--- config.mk ---
export PLATFORM = sky130hd
export DESIGN_NAME = proj_sweep_sched_flat
export DESIGN_NICKNAME = d
export VERILOG_FILES = /design/src/rtl/proj_sweep_sched.sv /design/src/rtl/proj_sweep_sched_if.sv /design/src/flat_wrapper.sv
export SDC_FILE = /design/constraint.sdc
export NUM_CORES = 1
export LEC_CHECK = 0
export CORE_MARGIN = 2
export CORE_UTILIZATION = 46
export CTS_CLUSTER_SIZE = 28
export DETAILED_ROUTE_END_ITERATION = 16
export PLACE_DENSITY = 0.79
export RECOVER_POWER = 50
export SYNTH_ARGS = -nofsm -noshare
export SYNTH_HDL_FRONTEND = slang
export SYNTH_SLANG_ARGS = --single-unit
--- constraint.sdc ---
create_clock -name in_clk -period 4.7 [get_ports in_clk]
set_clock_uncertainty 0.15 [all_clocks]
set_input_delay 0.94 -clock in_clk [delete_from_list [all_inputs] [get_ports in_clk]]
set_output_delay 0.94 -clock in_clk [all_outputs]
set_load 0.02 [all_outputs]
--- src/rtl/proj_sweep_sched.sv ---
// rtl/proj_sweep_sched.sv - shared feature-memory sweep scheduler
// PROJ_SWEEP_RR_EN selects round-robin arbitration; undefined gives fixed priority.
package proj_pkg;
  localparam int FM_BUFFER_SIZE = 8;
endpackage

module proj_sweep_sched #(
  parameter int FM_BUFFER_SIZE = proj_pkg::FM_BUFFER_SIZE,
  parameter int NUM_REQ        = 4,
  parameter int IDX_W          = $clog2(FM_BUFFER_SIZE),
  parameter int ID_W           = $clog2(NUM_REQ)
) (
  input logic               in_clk,
  input logic               in_rst,
  proj_sweep_sched_if.slave sw
);
  typedef enum logic [1:0] {IDLE, ARB, SWEEP, DONE} state_t;

  localparam logic [IDX_W-1:0]   LAST_IDX = IDX_W'(FM_BUFFER_SIZE - 1);
  localparam logic [NUM_REQ-1:0] ONE_HOT0 = NUM_REQ'(1);

  state_t             state, state_nxt;
  logic [NUM_REQ-1:0] grant_q;
  logic [ID_W-1:0]    grant_id_q;
  logic [ID_W-1:0]    win_id;
  logic               win_found;
  logic [IDX_W-1:0]   index_q;
  logic               done_q, aborted_q;
  logic               index_valid, last, abort_req;

  assign index_valid = (state == SWEEP) && !sw.stall;
  assign last        = index_valid && (index_q == LAST_IDX);
  assign abort_req   = (state == SWEEP) && !sw.req[grant_id_q];

`ifdef PROJ_SWEEP_RR_EN
  logic [ID_W-1:0] rr_ptr;
  int              cand;

  always_comb begin
    win_id    = '0;
    win_found = 1'b0;
    cand      = 0;
    for (int i = 0; i < NUM_REQ; i++) begin
      cand = (int'(rr_ptr) + i) % NUM_REQ;
      if (!win_found && sw.req[cand]) begin
        win_found = 1'b1;
        win_id    = ID_W'(cand);
      end
    end
  end

  always_ff @(posedge in_clk) begin
    if (in_rst) begin
      rr_ptr <= '0;
    end else if (state == DONE) begin
      rr_ptr <= (int'(grant_id_q) == NUM_REQ - 1) ? '0 : grant_id_q + 1'b1;
    end
  end
`else
  always_comb begin
    win_id    = '0;
    win_found = 1'b0;
    for (int i = 0; i < NUM_REQ; i++) begin
      if (!win_found && sw.req[i]) begin
        win_found = 1'b1;
        win_id    = ID_W'(i);
      end
    end
  end
`endif

  always_ff @(posedge in_clk) begin
    if (in_rst) state <= IDLE;
    else        state <= state_nxt;
  end

  always_comb begin
    state_nxt = state;
    unique case (state)
      IDLE:    if (|sw.req) state_nxt = ARB;
      ARB:     state_nxt = SWEEP;
      SWEEP:   if (abort_req || last) state_nxt = DONE;
      DONE:    state_nxt = IDLE;
      default: state_nxt = IDLE;
    endcase
  end

  always_ff @(posedge in_clk) begin
    if (in_rst) begin
      grant_q    <= '0;
      grant_id_q <= '0;
      index_q    <= '0;
      done_q     <= 1'b0;
      aborted_q  <= 1'b0;
    end else begin
      done_q    <= abort_req || last;
      aborted_q <= abort_req;
      case (state)
        IDLE: begin
          if (win_found) begin
            grant_q    <= ONE_HOT0 << win_id;
            grant_id_q <= win_id;
          end
        end
        ARB:   index_q <= '0;
        // an abort freezes the index so nothing beyond the dropped entry is advertised
        SWEEP: if (index_valid && !last && !abort_req) index_q <= index_q + 1'b1;
        DONE:  grant_q <= '0;
        default: ;
      endcase
    end
  end

  assign sw.grant       = grant_q;
  assign sw.grant_id    = grant_id_q;
  assign sw.busy        = (state == ARB) || (state == SWEEP);
  assign sw.index       = index_q;
  assign sw.index_valid = index_valid;
  assign sw.last        = last;
  assign sw.done        = done_q;
  assign sw.aborted     = aborted_q;
endmodule

--- src/rtl/proj_sweep_sched_if.sv ---
// rtl/proj_sweep_sched_if.sv - requester/sweep handshake bundle for proj_sweep_sched
interface proj_sweep_sched_if #(
  parameter int NUM_REQ = 4,
  parameter int IDX_W   = 3,
  parameter int ID_W    = 2
);
  logic [NUM_REQ-1:0] req;
  logic               stall;
  logic [NUM_REQ-1:0] grant;
  logic [ID_W-1:0]    grant_id;
  logic               busy;
  logic [IDX_W-1:0]   index;
  logic               index_valid;
  logic               last;
  logic               done;
  logic               aborted;

  modport master (
    output req, stall,
    input  grant, grant_id, busy, index, index_valid, last, done, aborted
  );

  modport slave (
    input  req, stall,
    output grant, grant_id, busy, index, index_valid, last, done, aborted
  );
endinterface

--- src/flat_wrapper.sv ---
// flat-port wrapper written by rule: the top's interface ports become plain ports
module proj_sweep_sched_flat 
#(
  parameter int FM_BUFFER_SIZE = proj_pkg::FM_BUFFER_SIZE,
  parameter int NUM_REQ        = 4,
  parameter int IDX_W          = $clog2(FM_BUFFER_SIZE),
  parameter int ID_W           = $clog2(NUM_REQ)
)
  (in_clk, in_rst, sw_req, sw_stall, sw_grant, sw_grant_id, sw_busy, sw_index, sw_index_valid, sw_last, sw_done, sw_aborted);
  proj_sweep_sched_if #(.NUM_REQ(NUM_REQ), .IDX_W(IDX_W), .ID_W(ID_W)) sw_i ();
  input logic in_clk;
  input logic in_rst;
  input wire logic [$bits(sw_i.req)-1:0] sw_req;
  input wire logic [$bits(sw_i.stall)-1:0] sw_stall;
  output wire logic [$bits(sw_i.grant)-1:0] sw_grant;
  output wire logic [$bits(sw_i.grant_id)-1:0] sw_grant_id;
  output wire logic [$bits(sw_i.busy)-1:0] sw_busy;
  output wire logic [$bits(sw_i.index)-1:0] sw_index;
  output wire logic [$bits(sw_i.index_valid)-1:0] sw_index_valid;
  output wire logic [$bits(sw_i.last)-1:0] sw_last;
  output wire logic [$bits(sw_i.done)-1:0] sw_done;
  output wire logic [$bits(sw_i.aborted)-1:0] sw_aborted;
  assign sw_i.req = sw_req;
  assign sw_i.stall = sw_stall;
  assign sw_grant = sw_i.grant;
  assign sw_grant_id = sw_i.grant_id;
  assign sw_busy = sw_i.busy;
  assign sw_index = sw_i.index;
  assign sw_index_valid = sw_i.index_valid;
  assign sw_last = sw_i.last;
  assign sw_done = sw_i.done;
  assign sw_aborted = sw_i.aborted;
  proj_sweep_sched #(.FM_BUFFER_SIZE(FM_BUFFER_SIZE), .NUM_REQ(NUM_REQ), .IDX_W(IDX_W), .ID_W(ID_W)) u_core (.in_clk(in_clk), .in_rst(in_rst), .sw(sw_i));
endmodule
==> results of run 1 <==
[worst max-delay path, stage by stage]
cell,delay (ns)
clkdlybuf4s50_1,0.42
nor2b_1,0.18
and2_1,0.14
clkdlybuf4s50_1,0.59
[registers in the layout, summed over array words and instances, names as in the netlist]
name,flops
u_core.sw.grant,4
u_core.sw.index,3
u_core.state,2
u_core.sw.aborted,1
u_core.sw.grant_id,2
u_core.sw.done,1
[final timing paths]
| path | to | slack (ns) | startpoint |
|---|---|---|---|
| min | u_core.sw.grant[1] | 0.34 | u_core.sw.grant[1] |
| min reg2reg | u_core.sw.grant[1] | 0.34 | u_core.sw.grant[1] |
| max | sw_last | 1.33 | sw_stall |
| max reg2reg | u_core.sw.index[0] | 2.88 | u_core.sw.grant_id[0] |
[kinds of logic (layout without fill, tap and decap cells)]
logic type | after synthesis | after routing | synth area share, %
buffers and inverters | 6 | 28 | 3.58
adder cells (fa/ha/maj) | 6 | 6 | 11.3
AO/OA/AOI/OAI | 11 | 11 | 12.6
flip-flops | 13 | 13 | 39.2
multiplexers | 6 | 6 | 11.1
AND/OR/NAND/NOR | 26 | 26 | 22.2
[cells in the mapped netlist]
cell	number	share of area, %
mux2i_1	4	6.0
or2b_2	1	1.3
a22oi_1	1	1.1
a32oi_2	1	2.4
nor2b_1	1	0.94
nor4b_1	1	1.3
and2_1	3	2.8
o21a_1	1	1.1
mux4_2	1	3.4
a211oi_1	1	1.1
nand2b_1	2	1.9
ha_1	6	11
a32oi_1	2	2.6
buf_2	1	0.75
clkbuf_1	1	0.56
nand3b_1	1	1.1
o21bai_1	1	1.1
nand2_1	1	0.56
nor3_1	2	1.5
mux2_2	1	1.7
nor4_1	1	0.94
and4bb_2	1	1.9
nor2_1	11	6.2
a21oi_1	4	3.0
dfxtp_1	13	39
or4_4	1	1.7
inv_1	4	2.3
[metrics by stage]
step / hold WS (ns) / worst slack [ns]
2_1_floorplan: 0.357 / 2.01
3_3_place_gp: 0.326 / 1.37
3_5_place_dp: 0.334 / 1.33
4_1_cts: 0.354 / 1.33
5_1_grt: 0.390 / 1.30
6_report: 0.341 / 1.33
[area by class of cell]
class                   instances  area share, %
inverters                       4           1.67
well taps                      15           2.09
flip-flops and latches         13           29.0
multi-input cells              49           42.0
clock buffers                   4           2.93
repair buffers                 20           22.3
[routing by layer]
layer	GRT usage (%)	up-vias	wire length (µm)
li1	-	284	-
met1	21.1	243	611
met2	24.4	17	572
met3	3.02	6	64
met4	11.6	0	39
met5	0	-	0
[power by group]
| part | internal (µW) | leakage, µW | switching [µW] | total, µW |
|---|---|---|---|---|
| Combinational | 92.3 | 0.000276 | 104 | 197 |
| Sequential | 133 | 0.000106 | 18.6 | 152 |
| Clock | 33.0 | 0.0000150 | 38.3 | 71.3 |
[cells in the final DEF, fill, tap and decap left out]
cell / n
dfxtp_1: 13
or4_1: 1
and4bb_2: 1
dlygate4sd3_1: 10
nand3b_1: 1
inv_1: 4
and2_1: 3
mux4_2: 1
nor2_1: 11
ha_1: 6
o21bai_1: 1
nor3_1: 2
nand2_1: 1
or2b_2: 1
a21oi_1: 4
nor2b_1: 1
clkbuf_1: 1
a32oi_2: 1
clkdlybuf4s50_1: 10
mux2_2: 1
nor4_1: 1
nand2b_1: 2
clkbuf_4: 3
o21a_1: 1
mux2i_1: 4
a211oi_1: 1
a22oi_1: 1
nor4b_1: 1
a32oi_1: 2
==> flow_metrics.py, run 1 <==
metrics = {
    "status": {
        "status": "finished clean",
    },
    "logic_synthesis": {
        "avgSynthCellArea_um2": 9.77,
        "yosysWarnings": 0,
        "ys_types": 27,
        "synth_nets": 81,
        "syn-instance-count": 68,
        "synth_seq_area_share_pct": 39.2,
        "synth_seq_cells": 13,
        "synth_area_um2": 664,
    },
    "drt": {
        "viasPerCell": 5.24,
        "initialDrtViolationCount": 12,
        "wirelength_um": 1290,
        "wl_per_cell_um": 12.3,
        "ant_nets": 0,
        "drc": 0,
        "vias": 550,
        "drtPass1Iterations": 4,
    },
    "setup_path": {
        "crit_arrival_ns": 2.28,
        "reg2reg_depth": 4,
        "worstSetupStartpointType": "input pin",
        "required_ns": 3.61,
        "crit_type": "in -> out",
        "path_max_fanout": 3,
        "end_kind": "output pin",
    },
    "sta": {
        "maxSlewViolCount": 0,
        "worst_slew_pin_slew_ns": 0.422,
        "setup-violations-final": 0,
        "period_needed_ns": 3.37,
        "rsz0062_at_grt": "no",
        "max_freq_mhz": 297,
        "fin_crit_sh_pct": 71.6,
        "report.final.hold_viol_count": 0,
        "fin_tns_setup_ns": 0,
        "maxSlewHeadroom_pct": 71.7,
    },
    "global_routing": {
        "grtUsageTotal_pct": 16.4,
        "grt_antenna_before_repair": 0,
        "grt_pass1_wl_um": 2190,
        "grt_max_degree": 13,
        "grt_pass1_vias": 510,
        "overflow": 0,
    },
    "pwr": {
        "irDropWorstVdd_uv": 314,
        "power_uw": 420,
        "p_leak_uw": 0.000397,
        "power.density_mw_per_mm2": 468,
    },
    "clock_network": {
        "worstSkewPairLatency_ns": 0.28,
        "clock_path_buffers": 2,
        "htreeDepth": 1,
        "hold_buffers": 0,
        "clkTransAtPathRegs_ns": 0.08,
        "clock-sinks": 13,
        "root_buffer": "clkbuf_4",
        "cts-resized-gates": 0,
        "cts_tree": "built",
        "cts_setup_buffers": 0,
        "numCtsBuffers": 3,
    },
    "die": {
        "io_pins": 21,
        "row_count": 13,
        "initial_core_util_pct": 50.4,
        "die_area_mm2": 0.00176,
        "fp.dieH_um": 42.0,
        "fp.dieW_um": 42.0,
        "core_area_mm2": 0.00132,
    },
    "final_layout": {
        "finish.utilization_pct": 68.1,
        "area_growth_pct": 35.0,
        "drive_above_1_share_pct": 8.89,
        "multiInputGateArea_um2": 377,
        "n_fill_cell": 101,
        "final_cell_area_um2": 897,
        "instances_no_fill": 105,
        "fin_nets": 104,
        "ff_latch_area_um2": 260,
        "n_antenna_cell": 0,
    },
    "min_path": {
        "hold_depth": 2,
        "worst_hold_path_type": "reg -> reg",
    },
    "place": {
        "place_inst": 101,
        "routabilityCongestion": 0.736,
        "placed_area_um2": 875,
        "port_buffers": 20,
        "dp_hpwl_um": 983,
    },
    "flow_run": {
        "max_cap_violations": 0,
    },
}
Note: power is estimated with default switching activity, not from simulation.
==> run 2, diff against run 1 <==
--- a/config.mk
+++ b/config.mk
@@ -6,10 +6,10 @@
 export NUM_CORES = 1
 export LEC_CHECK = 0
 export CORE_MARGIN = 2
-export CORE_UTILIZATION = 46
+export CORE_UTILIZATION = 44
 export CTS_CLUSTER_SIZE = 28
 export DETAILED_ROUTE_END_ITERATION = 16
-export PLACE_DENSITY = 0.79
+export PLACE_DENSITY = 0.76
 export RECOVER_POWER = 50
 export SYNTH_ARGS = -nofsm -noshare
 export SYNTH_HDL_FRONTEND = slang
==> constraint.sdc (replaced) <==
create_clock -name in_clk -period 3.4 [get_ports in_clk]
set_clock_uncertainty 0.15 [all_clocks]
set_input_delay 0.68 -clock in_clk [delete_from_list [all_inputs] [get_ports in_clk]]
set_output_delay 0.68 -clock in_clk [all_outputs]
set_load 0.02 [all_outputs]
==> run 2 against run 1 <==
Wire length is 2.3% higher; first-iteration DRC count unchanged; clock power increased by 37%; worst setup slack worse by 0.77 ns; non-clock buffer count unchanged; combinational power rose by 40%; critical path depth unchanged; cell count up 0.95%; count of clock-buffer cells in the layout unchanged; hold slack improved by 0.0025 ns; design area rose by 0.14%; via count rose by 4.5%.
==> flow_metrics.py, run 2 (synthesis results as in run 1) <==
metrics = {
    "final_layout": {
        "final_cell_mix": "dfxtp_1, nor2_1, clkdlybuf4s50_1, dlygate4sd3_1, ha_1",
        "n_antenna_cell": 0,
        "n_fill_cell": 134,
        "final_cell_area_um2": 898,
        "area_growth_pct": 35.2,
        "largest_reg_flops": 4,
        "ff_latch_area_um2": 260,
        "drive_above_1_share_pct": 8.89,
        "fin_nets": 104,
        "multiInputGateArea_um2": 377,
        "instances_no_fill": 106,
        "final_common_cell": "dfxtp_1",
    },
    "place": {
        "routabilityCongestion": 0.698,
        "placed_area_um2": 876,
        "place_inst": 102,
        "dp_hpwl_um": 1010,
        "port_buffers": 20,
    },
    "sta": {
        "period_needed_ns": 2.84,
        "max_freq_mhz": 353,
        "report.final.hold_viol_count": 0,
        "fin_crit_sh_pct": 83.4,
        "rsz0062_at_grt": "no",
        "timing.hold.ws_ns": 0.343,
        "worst_slew_pin_slew_ns": 0.416,
        "fin_tns_setup_ns": 0,
        "setup-violations-final": 0,
        "maxSlewViolCount": 0,
        "maxSlewHeadroom_pct": 71.9,
    },
    "clock_network": {
        "worstSkewPairLatency_ns": 0.28,
        "cts_setup_buffers": 0,
        "clkTransAtPathRegs_ns": 0.08,
        "numCtsBuffers": 3,
        "root_buffer": "clkbuf_4",
        "htreeDepth": 1,
        "clock_path_buffers": 2,
        "hold_buffers": 0,
        "clock-sinks": 13,
        "cts_tree": "built",
        "cts-resized-gates": 0,
    },
    "global_routing": {
        "grt_pass1_vias": 526,
        "grt_pass1_wl_um": 2110,
        "overflow": 0,
        "grtUsageTotal_pct": 15.3,
        "grt_max_degree": 13,
        "grt_antenna_before_repair": 0,
    },
    "drt": {
        "drc": 0,
        "wl_per_cell_um": 12.4,
        "initialDrtViolationCount": 12,
        "drtPass1Iterations": 4,
        "wirelength_um": 1320,
        "vias": 575,
        "viasPerCell": 5.42,
        "ant_nets": 0,
    },
    "setup_path": {
        "path_max_fanout": 3,
        "crit_type": "in -> out",
        "end_kind": "output pin",
        "worstSetupStartpointType": "input pin",
        "crit_arrival_ns": 2.01,
        "reg2reg_depth": 6,
        "required_ns": 2.57,
    },
    "die": {
        "row_count": 14,
        "io_pins": 21,
        "initial_core_util_pct": 45.7,
        "die_area_mm2": 0.00184,
        "core_area_mm2": 0.00145,
        "fp.dieW_um": 42.9,
        "fp.dieH_um": 42.9,
    },
    "pwr": {
        "irDropWorstVdd_uv": 386,
        "p_comb_share_pct": 47.2,
        "p_int_uw": 358,
        "switching_share_pct": 38.6,
        "power.density_mw_per_mm2": 648,
        "p_leak_uw": 0.000397,
        "clkPwrFrac_pct": 16.8,
        "power.share.sequential_pct": 36.0,
        "p_sw_uw": 225,
    },
    "flow_run": {
        "max_cap_violations": 0,
    },
    "min_path": {
        "worst_hold_path_type": "reg -> reg",
        "hold_depth": 2,
    },
    "status": {
        "status": "finished clean",
    },
}
run 2: cell counts in the layout (fill, tap and decap cells not counted):
No cell type changed its count.
run 2: power by group through the flow:
| stage | Combinational (µW) | Sequential (µW) | Clock, µW |
|---|---|---|---|
| floorplan | 159 | 237 | 0 |
| global placement | 275 | 213 | 0 |
| detailed placement | 283 | 214 | 0 |
| CTS | 284 | 211 | 100 |
| global route | 299 | 215 | 104 |
| finish | 275 | 210 | 97.8 |
run 2: final timing paths:
kind	start	end	slack [ns]
worst max-delay path	sw_stall	sw_last	0.56
worst min-delay path	u_core.sw.grant[1]	u_core.sw.grant[1]	0.34
worst max register to register	u_core.sw.index[0]	u_core.state[1]	1.58
worst min register to register	u_core.sw.grant[1]	u_core.sw.grant[1]	0.34
run 2: layout make-up:
| class | count | share of cell area [%] |
|---|---|---|
| clock buffers | 4 | 2.92 |
| repair buffers | 20 | 22.3 |
| multi-input cells | 49 | 41.9 |
| well taps | 16 | 2.23 |
| flip-flops and latches | 13 | 29.0 |
| inverters | 4 | 1.67 |
run 2: metal layers:
metal	GRT usage, %	vias up	routed length (µm)	part of all wire (%)
li1	-	287	-	-
met3	2.98	2	95	7.2
met4	9.38	0	17	1.3
met5	0	-	0	0
met2	22.7	25	625	47
met1	20.3	261	577	44
run 2: worst max-delay path, stage by stage:
cell,delay [ns]
clkdlybuf4s50_1,0.42
nor2b_1,0.17
and2_1,0.14
clkdlybuf4s50_1,0.59
run 2: per-stage QoR:
step                      setup slack (ns)  utilization (%)  total power [µW]
after global placement               0.587             60.2               488
after global routing                 0.474             61.8               619
after floorplan                       1.23                -               396
final                                0.564             61.8               583
after CTS                            0.551             62.0               595
after detailed placement             0.557             60.2               497
==> run 3, diff against run 2 <==
--- a/config.mk
+++ b/config.mk
@@ -6,10 +6,10 @@
 export NUM_CORES = 1
 export LEC_CHECK = 0
 export CORE_MARGIN = 2
-export CORE_UTILIZATION = 44
+export CORE_UTILIZATION = 39
 export CTS_CLUSTER_SIZE = 28
 export DETAILED_ROUTE_END_ITERATION = 16
-export PLACE_DENSITY = 0.76
+export PLACE_DENSITY = 0.72
 export RECOVER_POWER = 50
 export SYNTH_ARGS = -nofsm -noshare
 export SYNTH_HDL_FRONTEND = slang
==> constraint.sdc (replaced) <==
create_clock -name in_clk -period 2.5 [get_ports in_clk]
set_clock_uncertainty 0.15 [all_clocks]
set_input_delay 0.5 -clock in_clk [delete_from_list [all_inputs] [get_ports in_clk]]
set_output_delay 0.5 -clock in_clk [all_outputs]
set_load 0.02 [all_outputs]
==> run 3 against run 2 <==
Flip-flop and latch count is the same; wire length up 0.38%; hold slack barely moved; register-to-register slack got worse by 0.92 ns; critical path depth decreased by 1; sequential share of layout area fell by 0.90 points; via count down 3.7%; count of clock-buffer cells in the layout down 1; die area grew 12%; cell count grew 3.8%; power is 35% higher; critical path type is now reg -> out; largest power group unchanged.
==> flow_metrics.py, run 3 (synthesis results as in run 1) <==
metrics = {
    "sta": {
        "worst_slack_ns": 0.205,
        "period_needed_ns": 2.30,
        "fin_tns_setup_ns": 0,
        "fin_crit_sh_pct": 91.8,
        "rsz0062_at_grt": "no",
        "maxSlewHeadroom_pct": 71.5,
        "maxSlewViolCount": 0,
        "report.final.hold_viol_count": 0,
        "max_freq_mhz": 436,
        "worst_slew_pin_slew_ns": 0.426,
        "setup-violations-final": 0,
    },
    "clock_network": {
        "clock-sinks": 13,
        "cts_setup_buffers": 0,
        "numCtsBuffers": 3,
        "clock_path_buffers": 2,
        "cts-resized-gates": 2,
        "htreeDepth": 1,
        "cts_tree": "built",
        "root_buffer": "clkbuf_4",
        "worstSkewPairLatency_ns": 0.27,
        "clkTransAtPathRegs_ns": 0.08,
        "hold_buffers": 0,
    },
    "global_routing": {
        "grt_pass1_vias": 483,
        "grtUsageTotal_pct": 14.3,
        "grt_antenna_before_repair": 0,
        "grt_max_degree": 13,
        "overflow": 0,
        "grt_pass1_wl_um": 2070,
    },
    "final_layout": {
        "largest_reg_flops": 4,
        "drive_above_1_share_pct": 13.8,
        "instances_no_fill": 110,
        "final_cell_mix": "dfxtp_1, nor2_1, dlygate4sd3_1",
        "final_cell_area_um2": 927,
        "area_growth_pct": 39.5,
        "final_common_cell": "dfxtp_1",
        "fin_nets": 108,
        "finish.utilization_pct": 59.5,
        "n_antenna_cell": 0,
    },
    "drt": {
        "wl_met1_um": 651,
        "wirelength_um": 1320,
        "wl_per_cell_um": 12.0,
        "drtPass1Iterations": 4,
        "wl_met2_um": 615,
        "top_layer": "met4",
        "route.met3.wl_um": 33,
        "drc": 0,
        "vias": 554,
        "ant_nets": 0,
        "initialDrtViolationCount": 10,
        "viasPerCell": 5.04,
    },
    "setup_path": {
        "crit_type": "reg -> out",
        "required_ns": 1.85,
        "cp_cell_sequence": "inv_1 > ha_1 > clkdlybuf4s50_1",
        "slowest_stage": "clkdlybuf4s50_1",
        "path_max_fanout": 4,
        "reg2reg_slack_ns": 0.66,
        "end_kind": "output pin",
        "reg2reg_from": "u_core.state[0]",
        "worstSetupStartpointType": "register",
        "reg2reg_depth": 7,
        "crit_arrival_ns": 1.65,
        "r2r_end": "u_core.sw.index[0]",
        "cpPeakStageDelay_ns": 0.61,
    },
    "pwr": {
        "p_leak_uw": 0.000429,
        "irDropWorstVdd_uv": 554,
        "power.density_mw_per_mm2": 851,
    },
    "flow_run": {
        "max_cap_violations": 0,
    },
    "min_path": {
        "hold_depth": 2,
        "hp-start": "u_core.sw.grant[0]",
        "holdPathEnd": "u_core.sw.grant[0]",
        "worst_hold_path_type": "reg -> reg",
    },
    "place": {
        "port_buffers": 20,
        "routabilityCongestion": 0.705,
        "place_inst": 106,
        "placed_area_um2": 906,
        "dp_hpwl_um": 1070,
        "post-place-ws_ns": 0.0613,
    },
    "die": {
        "io_pins": 21,
        "initial_core_util_pct": 42.6,
        "fp.dieW_um": 45.3,
        "fp.dieH_um": 45.3,
        "core_area_mm2": 0.00156,
        "die_area_mm2": 0.00205,
        "row_count": 14,
    },
    "status": {
        "status": "finished clean",
    },
}
==> run 3: worst max path at each step <==
| stage | slack [ns] | startpoint | endpoint |
|---|---|---|---|
| floorplan | 0.54 | u_core.state[0] | sw_last |
| global placement | 0.09 | sw_stall | sw_last |
| detailed placement | 0.06 | sw_stall | sw_last |
| CTS | 0.18 | u_core.state[0] | sw_busy |
| global route | 0.1 | u_core.state[0] | sw_busy |
| finish | 0.20 | u_core.state[0] | sw_busy |
==> run 3: area by class of cell <==
class	count	area, µm²
clock buffers	3	22.5
clock inverters	1	5.00
well taps	16	20.0
flip-flops and latches	13	260
repair buffers	24	228
multi-input cells	49	377
fillers	138	632
inverters	4	15.0
==> run 3: stage by stage <==
step,total power [µW],hold WS [ns]
floorplan,538,0.357
global placement,673,0.327
detailed placement,681,0.335
CTS,810,0.356
global route,849,0.407
finish,789,0.343
==> run 3: layer usage <==
layer	global-route usage [%]	vias to the layer above
li1	-	295
met1	18.1	246
met2	22.0	11
met3	2.80	2
met4	8.82	0
met5	0	-
==> run 3: report_power, final <==
part	leakage [µW]	internal [µW]	switching [µW]
clock	0.0000177	59.2	69.1
sequential	0.000106	251	34.4
combinational	0.000305	176	199
==> run 3: worst max-delay path, delay by kind of cell, from the launching register on <==
kind	cells	cell delay, ns
adders and majority gates	1	0.29
buffers and inverters	2	0.69
DFF	1	0.39
